File: config.mk
export PLATFORM = sky130hd
export DESIGN_NAME = rv32i_fetch_unit
export DESIGN_NICKNAME = d
export VERILOG_FILES = /design/src/rtl/rv32i_pkg.sv /design/src/rtl/rv32i_fetch_fifo.sv /design/src/rtl/rv32i_fetch_unit.sv
export SDC_FILE = /design/constraint.sdc
export NUM_CORES = 1
export LEC_CHECK = 0
export ABC_AREA = 1
export BUFFER_PORTS_ARGS = -buffer_cell sky130_fd_sc_hd__buf_2
export CAP_MARGIN = 20
export CORE_AREA = 2 2 152 154
export CTS_BUF_LIST = sky130_fd_sc_hd__clkbuf_4 sky130_fd_sc_hd__clkbuf_8
export CTS_CLUSTER_SIZE = 30
export DETAILED_ROUTE_END_ITERATION = 10
export DIE_AREA = 0 0 154 156
export GPL_ROUTABILITY_DRIVEN = 0
export PLACE_DENSITY = 0.88
export SETUP_SLACK_MARGIN = 0.2
export SYNTH_ARGS = -nofsm -noshare
export SYNTH_HDL_FRONTEND = slang
export SYNTH_SLANG_ARGS = --single-unit
File: constraint.sdc
create_clock -name clk -period 4.75 [get_ports clk]
set_input_delay 0.95 -clock clk [delete_from_list [all_inputs] [get_ports clk]]
set_output_delay 0.95 -clock clk [all_outputs]
set_load 0.05 [all_outputs]
File: src/rtl/rv32i_pkg.sv
// Shared constants and types for the RV32I front end.
package rv32i_pkg;

   localparam logic [31:0] RV32I_NOP        = 32'h0000_0013;
   localparam logic [31:0] DEFAULT_RESET_PC = 32'h0000_0000;

   typedef enum logic {
      FETCH_RUN   = 1'b0,
      FETCH_FAULT = 1'b1
   } fetch_state_e;

endpackage

File: src/rtl/rv32i_fetch_fifo.sv
// Prefetch FIFO with a registered head word; the head holds its last value when empty.
module rv32i_fetch_fifo #(
   parameter int DEPTH = 2,
   parameter int WIDTH = 65
) (
   input  logic                     clk,
   input  logic                     reset_n,
   input  logic                     push_i,
   input  logic                     pop_i,
   input  logic                     flush_i,
   input  logic [WIDTH-1:0]         wdata_i,
   output logic [WIDTH-1:0]         rdata_o,
   output logic [$clog2(DEPTH):0]   count_o,
   output logic                     empty_o,
   output logic                     full_o
);

   localparam int PW = $clog2(DEPTH);
   localparam int CW = PW + 1;
   localparam logic [CW-1:0] CNT_ZERO = {CW{1'b0}};
   localparam logic [CW-1:0] CNT_FULL = CW'(DEPTH);

   logic [WIDTH-1:0] mem_q [DEPTH];
   logic [PW-1:0]    rd_ptr_q, rd_ptr_d, wr_ptr_q, wr_ptr_d;
   logic [CW-1:0]    count_q, count_d;
   logic [WIDTH-1:0] rdata_q, rdata_d;
   logic             do_pop_s, do_push_s;

   // Pointer/count update and next head word selection.
   always_comb begin
      do_pop_s  = pop_i && (count_q != CNT_ZERO);
      do_push_s = push_i && ((count_q != CNT_FULL) || do_pop_s);
      rd_ptr_d  = rd_ptr_q;
      wr_ptr_d  = wr_ptr_q;
      count_d   = count_q;
      rdata_d   = rdata_q;
      if (flush_i) begin
         rd_ptr_d = {PW{1'b0}};
         wr_ptr_d = {PW{1'b0}};
         count_d  = CNT_ZERO;
      end else begin
         rd_ptr_d = rd_ptr_q + PW'(do_pop_s);
         wr_ptr_d = wr_ptr_q + PW'(do_push_s);
         count_d  = count_q + CW'(do_push_s) - CW'(do_pop_s);
         // A push into an otherwise-empty FIFO becomes the head directly.
         if ((count_q - CW'(do_pop_s)) != CNT_ZERO) begin
            rdata_d = mem_q[rd_ptr_d];
         end else if (do_push_s) begin
            rdata_d = wdata_i;
         end else begin
            rdata_d = rdata_q;
         end
      end
   end

   // Control and head registers.
   always_ff @(posedge clk or negedge reset_n) begin
      if (!reset_n) begin
         rd_ptr_q <= {PW{1'b0}};
         wr_ptr_q <= {PW{1'b0}};
         count_q  <= CNT_ZERO;
         rdata_q  <= {WIDTH{1'b0}};
      end else begin
         rd_ptr_q <= rd_ptr_d;
         wr_ptr_q <= wr_ptr_d;
         count_q  <= count_d;
         rdata_q  <= rdata_d;
      end
   end

   // Storage array.
   always_ff @(posedge clk) begin
      if (do_push_s && !flush_i) begin
         mem_q[wr_ptr_q] <= wdata_i;
      end
   end

   assign rdata_o = rdata_q;
   assign count_o = count_q;
   assign empty_o = (count_q == CNT_ZERO);
   assign full_o  = (count_q == CNT_FULL);

endmodule

File: src/rtl/rv32i_fetch_unit.sv
// RV32I instruction fetch: PC, credit-limited memory requests, prefetch FIFO, redirect flush.
module rv32i_fetch_unit
   import rv32i_pkg::*;
#(
   parameter int                    ADDR_WIDTH = 32,
   parameter int                    DATA_WIDTH = 32,
   parameter logic [ADDR_WIDTH-1:0] RESET_PC   = ADDR_WIDTH'(DEFAULT_RESET_PC),
   parameter int                    FIFO_DEPTH = 2
) (
   input  logic                  clk,
   input  logic                  reset_n,
   output logic                  imem_req_valid,
   input  logic                  imem_req_ready,
   output logic [ADDR_WIDTH-1:0] imem_req_addr,
   input  logic                  imem_rsp_valid,
   input  logic [DATA_WIDTH-1:0] imem_rsp_data,
   input  logic                  redirect_valid,
   input  logic [ADDR_WIDTH-1:0] redirect_pc,
   output logic                  if_valid,
   input  logic                  if_ready,
   output logic [DATA_WIDTH-1:0] if_instr,
   output logic [ADDR_WIDTH-1:0] if_pc,
   output logic                  if_misaligned
);

   localparam int CW = $clog2(FIFO_DEPTH) + 1;
   localparam int SW = CW + 2;
   localparam int EW = DATA_WIDTH + ADDR_WIDTH + 1;
   localparam logic [CW-1:0] CNT_ZERO = {CW{1'b0}};

   fetch_state_e          state_q, state_d;
   logic [ADDR_WIDTH-1:0] pc_q, pc_d, resp_pc_q, resp_pc_d;
   logic [CW-1:0]         outst_q, outst_d, drop_q, drop_d;
   logic                  fault_pend_q, fault_pend_d;

   logic [CW-1:0]         fifo_count_s;
   logic                  fifo_empty_s, fifo_full_s, fifo_push_s;
   logic [EW-1:0]         fifo_wdata_s, fifo_rdata_s;
   logic                  pop_s, rsp_drop_s, rsp_keep_s, marker_push_s;
   logic                  accept_s, misaligned_s;
   logic [SW-1:0]         credit_used_s;

   // Request credit, response routing and FIFO write data.
   always_comb begin
      pop_s         = !fifo_empty_s && if_ready;
      rsp_drop_s    = imem_rsp_valid && (drop_q != CNT_ZERO);
      rsp_keep_s    = imem_rsp_valid && (drop_q == CNT_ZERO) && !redirect_valid
                      && (!fifo_full_s || pop_s);
      marker_push_s = (state_q == FETCH_FAULT) && fault_pend_q && (drop_q == CNT_ZERO)
                      && !redirect_valid;
      // A slot freed by this cycle's pop is already counted as free.
      credit_used_s = SW'(outst_q) + SW'(fifo_count_s) + SW'(drop_q) - SW'(pop_s);
      imem_req_valid = reset_n && (state_q == FETCH_RUN) && !redirect_valid
                       && (credit_used_s < SW'(FIFO_DEPTH));
      accept_s      = imem_req_valid && imem_req_ready;
      misaligned_s  = (redirect_pc[1:0] != 2'b00);
      fifo_push_s   = rsp_keep_s || marker_push_s;
      if (marker_push_s) begin
         fifo_wdata_s = {1'b1, resp_pc_q, DATA_WIDTH'(RV32I_NOP)};
      end else begin
         fifo_wdata_s = {1'b0, resp_pc_q, imem_rsp_data};
      end
   end

   // Next-state logic for the FSM, PCs and in-flight counters.
   always_comb begin
      state_d      = state_q;
      pc_d         = pc_q;
      resp_pc_d    = resp_pc_q;
      drop_d       = drop_q;
      fault_pend_d = fault_pend_q;
      outst_d      = outst_q + CW'(accept_s) - CW'(imem_rsp_valid);

      case (state_q)
         FETCH_RUN, FETCH_FAULT: begin
            if (redirect_valid) begin
               state_d = misaligned_s ? FETCH_FAULT : FETCH_RUN;
            end else begin
               state_d = state_q;
            end
         end
         default: state_d = FETCH_RUN;
      endcase

      if (redirect_valid) begin
         // Every request still in flight after this cycle is stale.
         pc_d         = {redirect_pc[ADDR_WIDTH-1:2], 2'b00};
         resp_pc_d    = redirect_pc;
         drop_d       = outst_q - CW'(imem_rsp_valid);
         fault_pend_d = misaligned_s;
      end else begin
         pc_d         = accept_s ? (pc_q + ADDR_WIDTH'(3'd4)) : pc_q;
         resp_pc_d    = rsp_keep_s ? (resp_pc_q + ADDR_WIDTH'(3'd4)) : resp_pc_q;
         drop_d       = drop_q - CW'(rsp_drop_s);
         fault_pend_d = marker_push_s ? 1'b0 : fault_pend_q;
      end
   end

   // State registers.
   always_ff @(posedge clk or negedge reset_n) begin
      if (!reset_n) begin
         state_q      <= FETCH_RUN;
         pc_q         <= RESET_PC;
         resp_pc_q    <= RESET_PC;
         outst_q      <= CNT_ZERO;
         drop_q       <= CNT_ZERO;
         fault_pend_q <= 1'b0;
      end else begin
         state_q      <= state_d;
         pc_q         <= pc_d;
         resp_pc_q    <= resp_pc_d;
         outst_q      <= outst_d;
         drop_q       <= drop_d;
         fault_pend_q <= fault_pend_d;
      end
   end

   rv32i_fetch_fifo #(
      .DEPTH (FIFO_DEPTH),
      .WIDTH (EW)
   ) u_fifo (
      .clk     (clk),
      .reset_n (reset_n),
      .push_i  (fifo_push_s),
      .pop_i   (pop_s),
      .flush_i (redirect_valid),
      .wdata_i (fifo_wdata_s),
      .rdata_o (fifo_rdata_s),
      .count_o (fifo_count_s),
      .empty_o (fifo_empty_s),
      .full_o  (fifo_full_s)
   );

   assign imem_req_addr = pc_q;
   assign if_valid      = !fifo_empty_s;
   assign {if_misaligned, if_pc, if_instr} = fifo_rdata_s;

endmodule

==> results of run 1 <==
[per-layer routing]
| layer | part of all wire, % | wire length [um] | GRT usage, % | vias to the layer above |
|---|---|---|---|---|
| li1 | - | - | - | 5416 |
| met1 | 39 | 13400 | 38.7 | 5447 |
| met2 | 47 | 16300 | 47.2 | 762 |
| met3 | 11 | 3890 | 5.08 | 77 |
| met4 | 2.5 | 852 | 9.75 | 0 |
| met5 | 0 | 0 | 0 | - |
[cell families after synthesis]
family	share of synthesized area [%]
XOR/XNOR	1.05
other	0.0284
multiplexers	0.0759
flip-flops	55.6
AO/OA/AOI/OAI	3.96
adder cells (fa/ha/maj)	1.44
AND/OR/NAND/NOR	30.6
buffers and inverters	7.31
[cell usage after synthesis]
library cell / count / share of area [%]
fa_1: 2 / 0.30
nand3_2: 3 / 0.23
mux2i_1: 1 / 0.076
nand2_2: 7 / 0.33
buf_1: 2 / 0.057
xnor2_1: 4 / 0.27
inv_1: 149 / 4.2
nor2_2: 10 / 0.47
o211ai_1: 5 / 0.28
nor2_4: 2 / 0.17
edfxtp_1: 130 / 30
dfrtp_1: 137 / 26
ha_1: 12 / 1.1
nor2_1: 93 / 2.6
conb_1: 1 / 0.028
o21ai_0: 41 / 1.6
xor2_1: 10 / 0.66
nand4_1: 9 / 0.43
nand2_4: 1 / 0.085
buf_6: 7 / 0.60
xor2_2: 1 / 0.12
a21oi_1: 26 / 0.99
a21o_1: 1 / 0.057
buf_2: 33 / 1.3
o21bai_1: 8 / 0.46
or2_2: 3 / 0.14
nand2_1: 533 / 15
inv_2: 6 / 0.17
buf_4: 6 / 0.34
clkbuf_1: 23 / 0.65
a31oi_1: 10 / 0.47
nor3_1: 10 / 0.38
nand3_1: 276 / 10
o21ai_1: 1 / 0.038
and2_1: 1 / 0.047
a22oi_1: 2 / 0.11
[cell type report]
type,count,area (um^2)
multi-input cells,1074,4940
repair buffers,185,995
flip-flops and latches,267,7330
well taps,285,357
clock inverters,20,284
fillers,1634,7070
clock buffers,62,810
inverters,155,582
[where the power goes]
group / total [uW] / switching [uW] / internal, uW
Combinational: 4730 / 3500 / 1230
Clock: 2450 / 959 / 1490
Sequential: 3390 / 376 / 3020
[metrics by stage]
step | hold slack [ps] | utilization (%) | setup WS (ps) | cell area, um^2 | power, uW
floorplan | 442 | - | 751 | 13200 | 6950
global placement | 444 | 63.5 | 469 | 14200 | 7910
detailed placement | 454 | 63.5 | 430 | 14200 | 8090
CTS | 248 | 68.4 | 294 | 15300 | 10600
global route | 257 | 68.4 | 209 | 15300 | 11200
finish | 264 | 68.4 | 409 | 15300 | 10600
[repair_timing]
| item | in CTS | in global routing |
|---|---|---|
| setup endpoints to repair | 0 | 1 |
| resized for setup | 0 | 3 |
| setup buffers | 0 | 0 |
[state kept, by name (all words and copies together) (netlist names)]
name / count
u_fifo.mem_q: 130
fault_pend_q: 1
state_q: 1
u_fifo.rdata_o: 65
resp_pc_q: 32
drop_q: 2
imem_req_addr: 30
u_fifo.rd_ptr_q: 1
u_fifo.wr_ptr_q: 1
outst_q: 2
u_fifo.count_o: 2
[path summary, 6_finish.rpt]
path	to	slack (ps)	cells after the start
worst max-delay path	imem_req_valid	410	16
worst min-delay path	u_fifo.rdata_o[28]	260	1
worst max register to register	imem_req_addr[30]	1170	19
worst min register to register	u_fifo.mem_q[1][33]	470	0
max in group asynchronous	resp_pc_q[9]	3220	2
min in group clk	u_fifo.mem_q[1][33]	470	0
==> results.txt, run 1 <==
Die Ht: 156 um
# clock sinks: 267
Core Rows: 55
Synth unique cells: 36
HPWL after DPL: 22900 um
Synth Register Bits: 267
Non-filler instance count after layout: 2048
Req. time, crit path: 3800 ps
Critical Path Slowest Stage Cell: dfrtp_2
Synthesis warning total: 0
RSZ-0062 raised after global routing: false
Via/cell ratio: 5.71
Htree depth: 2
Average routed wire per standard cell: 16.9 um
Slew Viols, Final: 0
DR pass1 iterations: 6
Vias after detailed routing: 11702
Commonest cells after routing, fill and taps aside: nand2_1, nand3_1, buf_2
Max clock buf depth: 3
Post-Place Cells: 1966
Final nets: 1811
ANT nets after route: 0
GRT Overall Usage: 28.6%
Final Skew: 26.8 ps
# setup viols final: 0
P&R area growth vs syn: 15.9%
Reg clk slew, reported paths: 60 ps
Vias in the first global route: 11134
Core area: 0.0224 mm^2
Worst min path class: in -> async
Pin count of the biggest net entering global routing: 73
Setup_tns: 0 ps
TritonCTS Buffers: 44
Initial core utilization: 59.0%
Pleak: 0.00732 uW
Die area: 0.0240 mm^2
Remaining Overflow, GRT: 0
P per Cell Area: 691 mW/mm^2
WL final: 34500 um
Drt drc: 0
Clk root buf: clkbuf_8
Mapped Cells: 1566
Final Hold Vio Count: 0
DIE WIDTH: 154 um
Num ports: 169
ANT cells: 0
Clock period minus worst slack: 4340 ps
Worst Setup Path Type: reg -> out
Largest stage delay, worst path: 470 ps
Fin crit share: 91.4%
Register area share after synthesis: 55.6%
Worst Path Arrival: 3390 ps
Worst setup SP type: flip-flop
Critical path buffer and inverter count: 5
Worst skew pair latency: 570 ps
Worst slew pin tran: 1020 ps
Max Cap Viol: 0
FMAX: 230 MHz
Synth Cell Area: 0.0132 mm^2
DRT iter0 DRCs: 1120
Cell occurring most often along the worst timing path: ha_1
Input/output buffers: 166
CTS tree: yes
CP startpoint: u_fifo.count_o[1]
Commonest non-fill, non-tap cell in the layout: nand2_1
Hold_buf cts: 0
Status: complete, no violations
Critical Path Sink Type: output port
Maximum vdd drop: 0.000449 V
Critical path fanouts, max: 5
Share of cells above drive strength 1: 17.2%
Critical path's top delay family: adder cells
Slew headroom: 32.0%
Initial antenna violation count: 0
R2R Path Start: u_fifo.count_o[1]
Post-Syn Area per Cell: 8.43 um^2
First-pass GRT wire length: 55500 um
CP cell instances: inv_2 -> nand2_2 -> nand2_4 -> inv_2 -> ha_1 -> inv_1 -> ha_1 -> a21o_1 -> ha_1 -> fa_1 -> nor2_1 -> nand2_1 -> nor2_2 -> nand2_1 -> inv_1 -> clkbuf_4
Power figures use the tool's default switching activity.
==> run 2: changes to the inputs <==
- BUFFER_PORTS_ARGS: -buffer_cell sky130_fd_sc_hd__buf_2 -> -buffer_cell sky130_fd_sc_hd__buf_4
==> run 2 against run 1 <==
Compared with the run above:
- cell area increased by 1.5%
- combinational power increased by 4%
- critical path depth unchanged
- first-iteration DRC count decreased by 6.9%
- non-clock buffer count decreased by 1
- sequential power about the same
- maximum frequency increased by 1.4%
- critical path type unchanged
- critical endpoint unchanged
==> results.txt, run 2 (same netlist as run 1, synthesis figures left out) <==
Status: complete, no violations
HPWL after DPL: 23000 um
Post-layout util: 69.4%
First-pass GRT wire length: 55500 um
Worst setup SP type: flip-flop
Fin crit share: 90.1%
Vias in the first global route: 11446
Hold_buf cts: 0
GRT Overall Usage: 28.5%
Fin worst setup slack: 469 ps
# clock sinks: 267
Clock period minus worst slack: 4280 ps
RSZ-0062 raised after global routing: false
R2R Path Start: u_fifo.count_o[1]
Slew Viols, Final: 0
Most flops, register: u_fifo.mem_q
FMAX: 234 MHz
Tot Pwr: 10400 uW
DRT iter0 DRCs: 1043
Initial antenna violation count: 0
Htree depth: 2
Core area: 0.0224 mm^2
# setup viols final: 0
Critical Path Sink Type: output port
Maximum vdd drop: 0.000545 V
Dpl ws: 543 ps
Share of cells above drive strength 1: 17.0%
Worst min path class: in -> async
Via/cell ratio: 5.71
Commonest cells after routing, fill and taps aside: nand2_1, nand3_1, buf_4
Max clock buf depth: 3
Average routed wire per standard cell: 16.8 um
Final nets: 1809
P per Cell Area: 669 mW/mm^2
Num ports: 169
Clk root buf: clkbuf_8
Worst skew pair latency: 560 ps
Final Skew: 23.4 ps
Max Cap Viol: 0
Input/output buffers: 166
Initial core utilization: 59.0%
Commonest non-fill, non-tap cell in the layout: nand2_1
Worst Path Arrival: 3330 ps
Req. time, crit path: 3800 ps
Core Rows: 55
Worst slew pin tran: 945 ps
Worst Setup Path Type: reg -> out
CTS tree: yes
Max FFs per register: 130
Die area: 0.0240 mm^2
Drt drc: 0
Pleak: 0.00736 uW
ANT cells: 0
Worst r2r dst: imem_req_addr[28]
Setup_tns: 0 ps
Critical path fanouts, max: 5
Die Ht: 156 um
WL final: 34300 um
Remaining Overflow, GRT: 0
ANT nets after route: 0
Vias after detailed routing: 11685
Pin count of the biggest net entering global routing: 68
Slew headroom: 36.9%
Path depth of the worst reg2reg path: 19
P&R area growth vs syn: 17.7%
Final Hold Vio Count: 0
Reg2Reg Setup Slack: 1170 ps
TritonCTS Buffers: 43
DIE WIDTH: 154 um
Reg clk slew, reported paths: 60 ps
DR pass1 iterations: 6
Hold_ws: 270 ps
[run 2: metal layers]
layer  vias to the layer above  GRT usage, %  part of all wire, %
met3                        79          5.44                   11
li1                       5427             -                    -
met1                      5436          38.5                   40
met5                         -             0                    0
met4                         0          10.1                  2.3
met2                       743          46.6                   47
[run 2: through the flow]
step | cell area (um^2) | cells
after floorplan | 13200 | 1567
after global placement | 14600 | 1965
after detailed placement | 14600 | 1965
after CTS | 15500 | 2045
after global routing | 15500 | 2045
final | 15500 | 2045
[run 2: what timing repair did]
item | 4_1_cts | 5_1_grt
resized for setup | 0 | 1
buffers inserted | 0 | 0
endpoints found under the setup margin | 0 | 1
[run 2: area by class of cell]
cell class | count | area, um^2
sequential | 267 | 7330
timing repair buffer | 184 | 1410
fill | 1673 | 6830
inverter | 155 | 582
clock inverter | 15 | 135
clock buffer | 65 | 782
multi-input combinational | 1074 | 4930
tap | 285 | 357
[run 2: worst max-delay path: stages, from the launching register on]
cell and delay [ps]:
dfrtp_2 470, inv_2 80, nand2_2 60, nand2_4 100, inv_2 50, ha_1 260
inv_1 40, ha_1 260, a21o_1 160, ha_1 190, fa_1 430, nor2_1 110
nand2_1 60, nor2_1 180, nand2_1 90, inv_1 60, buf_4 190
[run 2: where the power goes]
part	switching, uW	leakage, uW	internal, uW
Combinational	3490	0.00402	1400
Clock	921	0.000488	1170
Sequential	383	0.00285	3020
Total	4800	0.00736	5590
[run 2: how the worst max path moves through the flow]
stage / endpoint / startpoint / depth (start not counted) / slack [ps]
CTS: imem_req_valid / u_fifo.count_o[1] / 16 / 400
finish: imem_req_valid / u_fifo.count_o[1] / 16 / 470
global route: imem_req_valid / u_fifo.count_o[1] / 16 / 210
floorplan: imem_req_valid / if_ready / 13 / 750
detailed placement: imem_req_valid / if_ready / 15 / 540
global placement: imem_req_valid / if_ready / 15 / 540
==> run 3: changes to the inputs <==
- REMOVE_ABC_BUFFERS: not set -> 1
==> run 3 against run 2 <==
Compared with the run above:
- worst setup slack got worse by 28 ps
- critical endpoint unchanged
- cell area increased by 0.19%
- cell count unchanged
- critical path type unchanged
- non-clock buffer count increased by 1
- clock skew decreased by 7.1 ps
- combinational power about the same
- largest cell class unchanged
==> results.txt, run 3 (same netlist as run 1, synthesis figures left out) <==
RSZ-0062 raised after global routing: false
P&R area growth vs syn: 17.9%
CTS tree: yes
Final nets: 1810
Reg2Reg Setup Slack: 1150 ps
Tot Pwr: 10400 uW
Most flops, register: u_fifo.mem_q
Pleak: 0.00737 uW
Status: complete, no violations
Final Hold Vio Count: 0
Max FFs per register: 130
Average routed wire per standard cell: 16.7 um
Worst min path class: in -> async
Initial core utilization: 59.0%
Critical Path Sink Type: output port
Clock period minus worst slack: 4310 ps
GRT Overall Usage: 28.4%
Reg clk slew, reported paths: 60 ps
Input/output buffers: 166
Max Cap Viol: 0
Initial antenna violation count: 0
P per Cell Area: 669 mW/mm^2
Commonest non-fill, non-tap cell in the layout: nand2_1
# clock sinks: 267
TritonCTS Buffers: 43
Setup_tns: 0 ps
Share of cells above drive strength 1: 16.8%
HPWL after DPL: 22600 um
Die Ht: 156 um
Vias in the first global route: 11176
WL final: 34200 um
FMAX: 232 MHz
DIE WIDTH: 154 um
Remaining Overflow, GRT: 0
Worst slew pin tran: 1010 ps
Worst setup SP type: flip-flop
Htree depth: 2
Clk root buf: clkbuf_8
ANT nets after route: 0
Hold_buf cts: 0
Num ports: 169
Postcts setup bufs: 0
Core Rows: 55
Commonest cells after routing, fill and taps aside: nand2_1, nand3_1, buf_4
Pin count of the biggest net entering global routing: 69
Worst Path Arrival: 3360 ps
Slew headroom: 32.7%
Core area: 0.0224 mm^2
CTS resizes: 0
Via/cell ratio: 5.63
Fin crit share: 90.7%
Slew Viols, Final: 0
Critical path fanouts, max: 5
Req. time, crit path: 3800 ps
Die area: 0.0240 mm^2
# setup viols final: 0
Vias after detailed routing: 11511
Drt drc: 0
Worst Setup Path Type: reg -> out
Maximum vdd drop: 0.000372 V
DRT iter0 DRCs: 1126
DR pass1 iterations: 6
First-pass GRT wire length: 54800 um
Max clock buf depth: 3
ANT cells: 0
Worst skew pair latency: 540 ps
Final Skew: 16.3 ps
## run 3: changes by cell type in the layout (fill, tap and decap cells not counted), sizes merged
cell and delta:
clkinv -3, buf +1, clkbuf +2
## run 3: final timing paths
path                                        start                  end  cells past startpoint
worst max-delay path            u_fifo.count_o[1]       imem_req_valid                     16
worst min-delay path                      reset_n   u_fifo.rdata_o[33]                      1
worst max register to register  u_fifo.count_o[1]    imem_req_addr[13]                     18
worst min register to register       resp_pc_q[0]  u_fifo.mem_q[1][32]                      0
max in group asynchronous                 reset_n        resp_pc_q[24]                      2
min in group clk                     resp_pc_q[0]  u_fifo.mem_q[1][32]                      0
## run 3: area by class of cell
cell class	count	area (um^2)
sequential	267	7330
fill	1731	6800
multi-input combinational	1074	4930
timing repair buffer	185	1420
clock buffer	67	828
inverter	155	582
tap	285	357
clock inverter	12	113
## run 3: metal layers
metal | vias to the layer above | routed length (um) | global-route usage [%]
met5 | - | 0 | 0
met4 | 0 | 1170 | 11.9
met3 | 99 | 3390 | 4.86
met2 | 617 | 16100 | 46.9
met1 | 5375 | 13500 | 37.5
li1 | 5420 | - | -
## run 3: report_power, final
group | switching, uW | leakage (uW) | internal (uW)
Sequential | 377 | 0.00285 | 3020
Combinational | 3460 | 0.00402 | 1420
Clock | 912 | 0.000492 | 1220
## run 3: worst max-delay path: stages (launching register included)
cell and delay (ps):
dfrtp_1 480, inv_2 90, nand2_2 70, nand2_4 100, inv_2 50, ha_1 260
inv_1 40, ha_1 270, a21o_1 160, ha_1 190, fa_1 430, nor2_1 110
nand2_1 60, nor2_1 170, nand2_1 80, inv_1 60, buf_4 180
## run 3: through the flow
stage | utilization [%] | hold slack (ps) | cells | setup slack [ps] | instance area, um^2
final | 69.6 | 220 | 2045 | 441 | 15600
after global routing | 69.6 | 204 | 2045 | 213 | 15600
after CTS | 69.6 | 203 | 2045 | 404 | 15600
after detailed placement | 65.4 | 469 | 1966 | 551 | 14600
after global placement | 65.4 | 446 | 1966 | 577 | 14600
after floorplan | - | 442 | 1496 | -1610 | 12800
